## config.mk

```make
export PLATFORM = sky130hd
export DESIGN_NAME = decompress_sequencer
export DESIGN_NICKNAME = d
export VERILOG_FILES = /design/src/rtl/decomp_pkg.sv /design/src/rtl/pair_fifo.sv /design/src/rtl/decompress_sequencer.sv
export SDC_FILE = /design/constraint.sdc
export NUM_CORES = 1
export LEC_CHECK = 0
export BUFFER_PORTS_ARGS = -buffer_cell sky130_fd_sc_hd__buf_2
export CORE_MARGIN = 10
export CORE_UTILIZATION = 40
export DETAILED_ROUTE_END_ITERATION = 7
export GPL_TIMING_DRIVEN = 0
export HOLD_SLACK_MARGIN = 0.12
export PLACE_DENSITY = 0.7
export SKIP_CTS_REPAIR_TIMING = 1
export SYNTH_ARGS = -nofsm -noshare
export SYNTH_HDL_FRONTEND = slang
export SYNTH_HIERARCHICAL = 1
export SYNTH_SLANG_ARGS = --single-unit
```

## constraint.sdc

```tcl
create_clock -name clk -period 5.6 [get_ports clk]
set_input_delay 1.68 -clock clk [delete_from_list [all_inputs] [get_ports clk]]
set_output_delay 1.68 -clock clk [all_outputs]
set_load 0.1 [all_outputs]
```

## src/rtl/decomp_pkg.sv

```systemverilog
// Shared types and constants for the decompress sequencer and its pair FIFO.
// A code pair is {in1,in2}; in1 carries the bit value and run length.
package decomp_pkg;

    typedef enum logic [2:0] {
        IDLE,
        FETCH,
        ISSUE,
        WAIT_DONE,
        DONE_LOW
    } state_t;

    localparam int PAIR_W   = 16;
    localparam int RUN_MSB  = 6;
    localparam int CURSOR_W = 32;

    function automatic logic [CURSOR_W-1:0] run_len(input logic [7:0] code);
        return {{(CURSOR_W-RUN_MSB-1){1'b0}}, code[RUN_MSB:0]};
    endfunction

endpackage

```

## src/rtl/pair_fifo.sv

```systemverilog
// Synchronous FIFO of code pairs with an extra pointer MSB for full/empty.
// A pop in the same cycle frees a slot, so a push into a full FIFO succeeds.
module pair_fifo
    import decomp_pkg::*;
#(
    parameter int FIFO_DEPTH = 8
) (
    input  logic              clk,
    input  logic              rst,
    input  logic              flush,
    input  logic              push,
    input  logic [PAIR_W-1:0] wr_data,
    input  logic              pop,
    output logic [PAIR_W-1:0] rd_data,
    output logic              full,
    output logic              empty
);

    localparam int AW = $clog2(FIFO_DEPTH);

    logic [AW:0]       wr_ptr;
    logic [AW:0]       rd_ptr;
    logic [PAIR_W-1:0] mem [FIFO_DEPTH];
    logic              do_push;
    logic              do_pop;

    assign empty = (wr_ptr == rd_ptr);
    assign full  = (wr_ptr[AW] != rd_ptr[AW]) &&
                   (wr_ptr[AW-1:0] == rd_ptr[AW-1:0]);

    assign do_pop  = pop & ~empty;
    assign do_push = push & (~full | do_pop);

    assign rd_data = mem[rd_ptr[AW-1:0]];

    always_ff @(posedge clk or posedge rst) begin
        if (rst) begin
            wr_ptr <= '0;
            rd_ptr <= '0;
        end else if (flush) begin
            wr_ptr <= '0;
            rd_ptr <= '0;
        end else begin
            if (do_push) wr_ptr <= wr_ptr + 1'b1;
            if (do_pop)  rd_ptr <= rd_ptr + 1'b1;
        end
    end

    always_ff @(posedge clk) begin
        if (do_push && !flush) mem[wr_ptr[AW-1:0]] <= wr_data;
    end

endmodule

```

## src/rtl/decompress_sequencer.sv

```systemverilog
// Pairs the compressed byte stream into codes, buffers them, and issues one
// code at a time to the handler while tracking cursor and decompressed bits.
module decompress_sequencer
    import decomp_pkg::*;
#(
    parameter int FIFO_DEPTH = 8,
    parameter int TIMEOUT    = 4096
) (
    input  logic                clk,
    input  logic                RST,
    input  logic                start,
    input  logic [CURSOR_W-1:0] base_addr,
    input  logic [CURSOR_W-1:0] total_bits,
    input  logic [7:0]          in_data,
    input  logic                in_valid,
    output logic                in_ready,
    output logic [7:0]          in1,
    output logic [7:0]          in2,
    output logic [CURSOR_W-1:0] byteIndx,
    output logic [2:0]          bitIndx,
    output logic                work,
    output logic                working,
    input  logic                done,
    input  logic [CURSOR_W-1:0] newByteIndx,
    input  logic [2:0]          newBitIndx,
    output logic                busy,
    output logic                finished,
    output logic                overrun,
    output logic                err_timeout
);

    localparam int TW = $clog2(TIMEOUT) + 1;

    state_t              state;
    state_t              next_state;
    logic                phase;
    logic [7:0]          hold_byte;
    logic [CURSOR_W-1:0] bits_done;
    logic [CURSOR_W-1:0] total_q;
    logic [TW-1:0]       timer;

    logic                fifo_full;
    logic                fifo_empty;
    logic                fifo_pop;
    logic                fifo_push;
    logic [PAIR_W-1:0]   fifo_pair;
    logic                accept_start;
    logic                byte_fire;
    logic                run_nonzero;
    logic                timer_expired;
    logic                job_complete;

    assign accept_start  = start & (state == IDLE);
    assign in_ready      = busy & ~fifo_full;
    assign byte_fire     = in_valid & in_ready;
    assign fifo_push     = byte_fire & phase;
    assign run_nonzero   = (fifo_pair[8+RUN_MSB:8] != '0);
    assign timer_expired = (timer == TW'(TIMEOUT - 1));
    assign job_complete  = (bits_done >= total_q);

    pair_fifo #(
        .FIFO_DEPTH(FIFO_DEPTH)
    ) u_fifo (
        .clk    (clk),
        .rst    (RST),
        .flush  (accept_start),
        .push   (fifo_push),
        .wr_data({hold_byte, in_data}),
        .pop    (fifo_pop),
        .rd_data(fifo_pair),
        .full   (fifo_full),
        .empty  (fifo_empty)
    );

    always_ff @(posedge clk or posedge RST) begin
        if (RST) state <= IDLE;
        else     state <= next_state;
    end

    always_comb begin
        next_state = state;
        fifo_pop   = 1'b0;
        unique case (state)
            IDLE: begin
                if (start && total_bits != '0) next_state = FETCH;
            end
            FETCH: begin
                if (!fifo_empty) begin
                    fifo_pop = 1'b1;
                    if (run_nonzero) next_state = ISSUE;
                end
            end
            ISSUE: next_state = WAIT_DONE;
            WAIT_DONE: begin
                if (done)               next_state = DONE_LOW;
                else if (timer_expired) next_state = IDLE;
            end
            DONE_LOW: begin
                if (!done) next_state = job_complete ? IDLE : FETCH;
            end
            default: next_state = IDLE;
        endcase
    end

    always_ff @(posedge clk or posedge RST) begin
        if (RST) begin
            phase       <= 1'b0;
            hold_byte   <= '0;
            in1         <= '0;
            in2         <= '0;
            byteIndx    <= '0;
            bitIndx     <= 3'd7;
            work        <= 1'b0;
            working     <= 1'b0;
            busy        <= 1'b0;
            finished    <= 1'b0;
            overrun     <= 1'b0;
            err_timeout <= 1'b0;
            bits_done   <= '0;
            total_q     <= '0;
            timer       <= '0;
        end else begin
            if (accept_start) begin
                phase <= 1'b0;
            end else if (byte_fire) begin
                phase <= ~phase;
                if (!phase) hold_byte <= in_data;
            end

            unique case (state)
                IDLE: begin
                    if (start) begin
                        byteIndx    <= base_addr;
                        bitIndx     <= 3'd7;
                        bits_done   <= '0;
                        total_q     <= total_bits;
                        overrun     <= 1'b0;
                        err_timeout <= 1'b0;
                        // An empty job completes without ever going busy
                        finished    <= (total_bits == '0);
                        busy        <= (total_bits != '0);
                    end
                end
                FETCH: begin
                    if (!fifo_empty && run_nonzero) begin
                        in1 <= fifo_pair[15:8];
                        in2 <= fifo_pair[7:0];
                    end
                end
                ISSUE: begin
                    work    <= 1'b1;
                    working <= 1'b1;
                    timer   <= '0;
                end
                WAIT_DONE: begin
                    timer <= timer + 1'b1;
                    if (done) begin
                        byteIndx  <= newByteIndx;
                        bitIndx   <= newBitIndx;
                        bits_done <= bits_done + run_len(in1);
                        work      <= 1'b0;
                        working   <= 1'b0;
                    end else if (timer_expired) begin
                        err_timeout <= 1'b1;
                        work        <= 1'b0;
                        working     <= 1'b0;
                        busy        <= 1'b0;
                    end
                end
                DONE_LOW: begin
                    if (!done && job_complete) begin
                        finished <= 1'b1;
                        overrun  <= (bits_done > total_q);
                        busy     <= 1'b0;
                    end
                end
                default: ;
            endcase
        end
    end

endmodule

```

==> results.txt, run 1 <==
The flow ran to the end, and the final reports show no timing, DRC or antenna violations. Routability-driven placement finished with a final weighted congestion of 0.822. The number of setup violations in the final report came out at 0. The detail route stage leaves a number of antenna-violating nets equal to 0.

Summing the areas of all compound-gate instances in the mapped netlist gives around 10% of the synthesized area. The share of final-layout standard cells stronger than drive strength 1 is 26.7%. In the synthesized netlist the dominant register cell turns out to be sky130_fd_sc_hd__dfrtp_1.

The wire length of the first global-routing pass is 49,600 um. The delay of the slowest critical-path stage is 0.49 ns. The post-synth net total came out at 1,157.

The mux cell area share after synthesis is 9.73%. Entering global routing, the biggest net connects 93 pins. The portion of synthesized cell area occupied by the leading cell type is 30.1%. The worst max-slew margin expressed relative to the limit came out at 44.0%. The share of flip-flops with an asynchronous set or reset came out at a little over half.

Counting every sink on the clock net gives between 200 and 300. The overall power after layout came out at 8.94 mW. The detailed router finished its first iteration with 854 violations.

The average detailed-routed wire length per instance is between 15 and 20 um. Dividing the detail-routed via count by the number of cells gives 5.41. The setup path with the least slack is of type flop to output port. The finished cells cover 15,300 um^2. The total wirelength of the detailed-routed design is 32,000 um. The later pin in the worst-skew pair is clocked with a latency of 0.56 ns. Synthesis inferred 281 register bits.

The filler cells instantiated in the layout total 2,773. The critical path arrival is 2.39 ns. The number of distinct library cells after synthesis came out at 63.

The final count of pins violating max slew is 0. The actual slew at the worst max-slew pin is 0.840 ns. During I/O placement, the number of pins put on the boundary was 170.

The DRC violations left is 0. Along the worst path, the maximum fanout reaches 10. The die height is 199 um. The area of the core region came out at 31,600 um^2. The total routing usage reported by global routing came out at 15.7%.

The number of H-tree branching levels is 1. The die outline area came out at 39,500 um^2. The area growth from synthesis to layout is 19.5%.

The top cell type by total area after synthesis is sky130_fd_sc_hd__edfxtp_1. The met2 routed wirelength is roughly 16,000 um. The highest layer used for signal routing is met4. The clock tree root buffer cell is sky130_fd_sc_hd__clkbuf_16. The tightest min-delay check is of the flop to flop type. IR analysis of the VDD net gives a maximum drop of 0.444 mV. The initial antenna violation count came out at 0.

TritonCTS built the clock tree. The share of synthesized cell area in full adder, half adder and majority cells came out at 4.27%. The filler-free cell count of the finished design is around 1.6k. The total overflow left after global routing is 0. The cell area after synthesis is 12,800 um^2.

The achievable clock frequency is 246 MHz. The cell count after synthesis came out at 1,002. Yosys attributes the largest share of cell area to sky130_fd_sc_hd__edfxtp_1, sky130_fd_sc_hd__dfrtp_1, sky130_fd_sc_hd__mux4_2. The horizontal die dimension came out at around 200 um. The standard cell area after detailed placement is 14,300 um^2. The share of the Yosys chip area taken by registers is 60.1%. The maximum count of clock buffers along a single path came out at 3.

Detailed placement finished with a half-perimeter wire length of 22,900 um. The via count of the first global-routing pass is 8,807. The total instance count after detailed placement is 1,584. During synthesis, Yosys emitted a total of 6 warnings. Each instance of the synthesized netlist takes up on average approximately 13 um^2. The final critical-path required period is 4.07 ns. The count of input and output buffers is 169. Across all layers, the routed design uses 8,872 vias. The endpoint required time on the critical path came out at 3.92 ns. Counting flops with a built-in enable in the synthesized netlist gives 128.

After layout, the worst path uses 72.7% of the clock period. The largest individual stage delay along the critical path comes from the cell sky130_fd_sc_hd__buf_2. The area of all sequential standard cells is between 7000 and 8000 um^2. The simple-gate area share of the yosys netlist is 10.2%.

The footprint of the multi-input gates is ~4600 um^2. The count of endpoints failing hold in the final timing report came out at 0. The starting density of the core came out at between 40% and 50%. The element type at the critical path start is a flop. Clock skew on the completed layout was measured at 0.0121 ns.

The number of nets in the layout came out at about 1.4k. The met1 wire length came out at 14,000 um. The parity-gate share of the synthesized area counting xor and xnor cells came out at ~1.6%. The iteration count of the initial detailed-routing pass came out at 8.

For this design the static power due to leakage is 6.42 nW. The TritonCTS buffer count is 29. Walking the worst path, the cells encountered are clkbuf_2 > xnor2_1 > nand4_2 > inv_1 > nor2b_1 > buf_2. Setup repair after global routing left no endpoint under its margin.

By area, the combinational part of the netlist is dominated by simple AND/OR/NAND/NOR gates. The number of rows created at floorplan is 65. The nature of the critical path endpoint is an output port. The power density of the placed cells is 585 nW/um^2.

After clock tree synthesis, the clock-pin slew on the worst setup and hold paths is 0.06 ns. The routed length on met3 is 1630 um. The max-capacitance violation count is 0.
[layer usage]
metal | GRT usage (%) | up-vias
li1 | - | 4176
met1 | 21.5 | 4421
met2 | 25.9 | 232
met3 | 2.28 | 43
met4 | 3.62 | 0
met5 | 0 | -
[state kept, by name, summed over array words and instances, names as in the netlist, 8 cells and up]
name	count
in2	8
bits_done	32
hold_byte	8
total_q	32
in1	8
byteIndx	32
timer	13
u_fifo/mem	128
[synthesized netlist by cell type, types with 6 or more instances]
| library cell | count |
|---|---|
| sky130_fd_sc_hd__o21ai_0 | 68 |
| sky130_fd_sc_hd__o211ai_1 | 7 |
| sky130_fd_sc_hd__nand4_1 | 16 |
| sky130_fd_sc_hd__nand2_1 | 77 |
| sky130_fd_sc_hd__nor4_1 | 19 |
| sky130_fd_sc_hd__and3_1 | 7 |
| sky130_fd_sc_hd__nor3_1 | 13 |
| sky130_fd_sc_hd__a222oi_1 | 31 |
| sky130_fd_sc_hd__nand3_1 | 22 |
| sky130_fd_sc_hd__ha_1 | 42 |
| sky130_fd_sc_hd__a21o_1 | 8 |
| sky130_fd_sc_hd__xnor2_1 | 19 |
| sky130_fd_sc_hd__dfrtp_1 | 150 |
| sky130_fd_sc_hd__edfxtp_1 | 128 |
| sky130_fd_sc_hd__mux2_2 | 42 |
| sky130_fd_sc_hd__buf_2 | 6 |
| sky130_fd_sc_hd__nand2b_1 | 9 |
| sky130_fd_sc_hd__or4_1 | 6 |
| sky130_fd_sc_hd__a22o_1 | 10 |
| sky130_fd_sc_hd__or3_1 | 15 |
| sky130_fd_sc_hd__nor2b_1 | 8 |
| sky130_fd_sc_hd__inv_1 | 78 |
| sky130_fd_sc_hd__clkbuf_1 | 39 |
| sky130_fd_sc_hd__nor2_1 | 45 |
| sky130_fd_sc_hd__a21oi_1 | 33 |
| sky130_fd_sc_hd__mux4_2 | 32 |
[critical path, delay by kind of cell (launching register included)]
family | cells | cell delay (ns)
DFF | 1 | 0.38
xor gates and xnor gates | 1 | 0.20
and+or+nand+nor | 2 | 0.50
buffers and inverters | 3 | 0.74
[kinds of logic (layout without fill, tap and decap cells)]
group	Yosys count	count (layout)
muxes	79	79
buffers and inverters	130	364
other	0	1
DFF	281	281
AOI/OAI and AO/OA	190	190
and+or+nand+nor	255	255
adders and majority gates	43	43
xor gates and xnor gates	24	24
[power breakdown]
| part | switching [mW] | internal [mW] | leakage, nW | total [mW] |
|---|---|---|---|---|
| Sequential | 0.296 | 2.68 | 3.09 | 2.98 |
| Clock | 0.798 | 1.13 | 0.456 | 1.93 |
| Combinational | 2.90 | 1.13 | 2.88 | 4.03 |
[through the flow]
stage | setup slack, ns | util, % | hold slack, ns | setup TNS [ns]
after global placement | -2.01 | 44.8 | 0.463 | -295.16
after global routing | 1.35 | 48.4 | 0.498 | 0
after detailed placement | 1.03 | 45.4 | 0.471 | 0
after floorplan | 0.0303 | - | 0.450 | 0
final | 1.53 | 48.4 | 0.482 | 0
after CTS | 1.46 | 48.4 | 0.488 | 0
[path summary, 6_finish.rpt]
path / depth (start not counted) / slack [ns] / from / endpoint
setup / recovery: 6 / 1.53 / u_fifo/wr_ptr[1] / in_ready
min in group asynchronous: 2 / 1.11 / RST / u_fifo/wr_ptr[2]
max in group asynchronous: 3 / 3.53 / RST / overrun
setup reg to reg: 9 / 1.61 / u_fifo/rd_ptr[2] / in2[1]
hold reg to reg: 2 / 0.48 / byteIndx[24] / byteIndx[24]
hold / removal: 2 / 0.48 / byteIndx[24] / byteIndx[24]
[layout by cell type, fill, tap and decap left out, drive strengths merged, types with 14 or more instances in the layout]
cell,n
nand4,17
dfrtp,150
xnor2,19
a21oi,34
nor3,14
ha,42
mux2,42
nand3,22
buf,190
mux4,32
inv,80
clkbuf,84
o21ai,68
nor4,19
a222oi,31
or3,15
nand2,77
edfxtp,128
nor2,45
[cell type report]
cell class | count | share of cell area (%)
multi-input cells | 591 | 30.3
inverters | 79 | 1.97
clock inverters | 11 | 0.975
repair buffers | 180 | 6.60
well taps | 402 | 3.29
flip-flops and latches | 281 | 50.3
diodes | 1 | 0.0164
clock buffers | 43 | 5.23
plain buffers | 51 | 1.37
(Power assumes the default switching activity.)
==> inputs of run 2 (changes only) <==
PLACE_DENSITY = 0.68   (was 0.7)
clock period = 3.75 ns   (was 5.6 ns; I/O delays follow)
==> run 2 against run 1 <==
Effect of this change: clock-buffer cell count shrank 5; critical endpoint is now in2[1]; largest cell class unchanged; worst hold slack worse by 0.0069 ns; flip-flop and latch count unchanged; critical path type is now flop to flop; design area is 1.5% higher; die area unchanged; largest power group unchanged; final cell count up 0.12%; critical path depth grew 4; sequential share of layout area fell by 0.77 points.
==> results.txt, run 2 (synthesis results as in run 1) <==
The first-iteration detailed-routing DRC count is about 910. After floorplanning, the core was divided into 65 placement rows. The die outline area is 39,500 um^2. The run finished with clean final reports. The first global-routing pass estimated 50,400 um of wire. Global routing consumed, over all layers together, 16.0% of the routing resources.

Global routing finished with a remaining overflow of 0. The number of setup violations in the final report is 0. IR analysis of the VDD net gives a maximum drop of 0.409 mV. The achievable clock frequency is around 290 MHz. The number of flip-flops in the largest register is 128. The share of final-layout standard cells stronger than drive strength 1 came out at 27.4%. The I/O pin total came out at 170. The clock tree root buffer cell is sky130_fd_sc_hd__clkbuf_16.

The via density per instance came out at 5.48. The met1 wire length came out at ~14,000 um. The leading cell type in the layout, fill and taps excluded is sky130_fd_sc_hd__buf_2. After detailed routing, no signal wire sits above met4. The final total negative setup slack came out at 0 ns. The footprint of the multi-input gates came out at 4670 um^2. The horizontal die dimension came out at 199 um.

The remaining antenna violation count came out at 0. Between clock sinks in the finished design, the worst skew comes to 0.0167 ns. The routed design uses 1840 um of met3 wire. The clock drives 281 sinks. In this run the number of H-tree levels came out at 1.

The DRC violations left is 0. The area of all sequential standard cells came out at 7680 um^2. The number of nets in the layout came out at 1,370. The worst pin sits at a relative slew slack of 46.3%. The worst hold path belongs to the class flop to flop. The maximum count of clock buffers along a single path is 3. The count of endpoints failing hold in the final timing report came out at 0. The average detailed-routed wire length per instance came out at 19.9 um. The die height came out at 199 um. The clock transition at the registers of the reported paths is 0.06 ns. The critical path arrival came out at about 3.9 ns.

The count of input and output buffers is 169. The initial antenna violation count is 0. The worst setup margin is 0.272 ns. The CTS tree is done. The final critical path takes up 92.8% of the cycle.

The utilization after layout is between 40% and 50%. The worst slack at placement is -0.391 ns. The number of diodes came out at 0. The filler cells instantiated in the layout total 2,773.

The nature of the critical path endpoint is a flop. The met2 routed wirelength came out at approximately 16,000 um. The worst setup path is launched from a flop. The power density of the placed cells came out at around 900 nW/um^2. The via count of the first global-routing pass is 9,001. The max-capacitance violation count is 0. The overall power after layout came out at 13.6 mW. The area growth from synthesis to layout is 21.3%. For this block, the via count after detailed routing is 8,986.

The top cell types in the final layout, fill and taps aside, are sky130_fd_sc_hd__buf_2, sky130_fd_sc_hd__dfrtp_1, sky130_fd_sc_hd__edfxtp_1, sky130_fd_sc_hd__nand2_1, sky130_fd_sc_hd__inv_1. The maximum number of pins on one net before global-route repair came out at a little over 40. The leakage dissipation came out at 6.52 nW. The final count of pins violating max slew came out at 0. The core region is around 32,000 um^2. The final weighted congestion of routability-driven global placement came out at ~0.84. For the worst-skew pair, the clock arrives at the later sink with an insertion delay of 0.56 ns. The iteration count of the initial detailed-routing pass came out at 7. The actual slew at the worst max-slew pin is ~0.80 ns. The largest fanout of any net on the critical path came out at 10.

Clock tree synthesis inserted a total of 30 buffers. For the finished layout, the period the worst path requires is 3.48 ns. The wire-length estimate of the detail-placed layout is 23,600 um. The total wirelength of the detailed-routed design is 32,600 um. Setup repair after global routing left no endpoint under its margin. The critical path in this run is classified as flop to flop.

The endpoint required time on the critical path is 4.19 ns. The starting density of the core is 40.5%.
[run 2: cell count changes in the layout (fill, tap and decap cells not counted), moves of 4 or more]
cell                       delta
sky130_fd_sc_hd__clkbuf_2     +6
sky130_fd_sc_hd__buf_16       +4
sky130_fd_sc_hd__clkinv_1     +6
sky130_fd_sc_hd__buf_12       +4
sky130_fd_sc_hd__clkbuf_1     -8
[run 2: routing by layer]
metal  vias to the layer above  GRT usage, %
met2                       251          26.9
met1                      4496          21.0
met5                         -             0
met4                         0          3.65
li1                       4189             -
met3                        50          2.91
[run 2: final cells by class]
type | count | share of cell area [%]
well taps | 402 | 3.24
clock inverters | 18 | 1.57
clock buffers | 38 | 5.03
plain buffers | 51 | 1.47
inverters | 79 | 1.94
flip-flops and latches | 281 | 49.5
repair buffers | 181 | 7.15
multi-input cells | 591 | 30.1
[run 2: final timing paths]
check / startpoint / end / slack, ns / cells past startpoint
setup / recovery: u_fifo/rd_ptr[0] / in2[1] / 0.27 / 10
hold / removal: byteIndx[24] / byteIndx[24] / 0.48 / 2
setup reg to reg: u_fifo/rd_ptr[0] / in2[1] / 0.27 / 10
hold reg to reg: byteIndx[24] / byteIndx[24] / 0.48 / 2
max in group asynchronous: RST / bitIndx[2] / 2.07 / 5
min in group asynchronous: RST / u_fifo/wr_ptr[0] / 0.55 / 2
[run 2: critical path: stages (launching register included)]
cell,delay [ns]
sky130_fd_sc_hd__dfrtp_1,0.35
sky130_fd_sc_hd__buf_4,0.20
sky130_fd_sc_hd__buf_4,0.27
sky130_fd_sc_hd__mux4_2,0.52
sky130_fd_sc_hd__mux2_2,0.29
sky130_fd_sc_hd__or4_1,0.59
sky130_fd_sc_hd__nor4_4,0.21
sky130_fd_sc_hd__nor2b_1,0.08
sky130_fd_sc_hd__clkbuf_1,0.22
sky130_fd_sc_hd__clkbuf_4,0.31
sky130_fd_sc_hd__mux2_2,0.31
[run 2: stage by stage]
step	instance area [um^2]	instances	hold WS (ns)
2_1_floorplan	12800	1002	0.450
3_3_place_gp	14100	1573	0.463
3_5_place_dp	14400	1585	0.468
4_1_cts	15500	1641	0.481
5_1_grt	15500	1641	0.506
6_report	15500	1641	0.476
[run 2: power by group]
| group | leakage, nW | switching [mW] | internal, mW | total [mW] |
|---|---|---|---|---|
| clock | 0.497 | 1.18 | 1.88 | 3.06 |
| combinational | 2.94 | 4.38 | 1.73 | 6.11 |
| sequential | 3.09 | 0.441 | 4.01 | 4.45 |
| total | 6.52 | 6.01 | 7.61 | 13.6 |
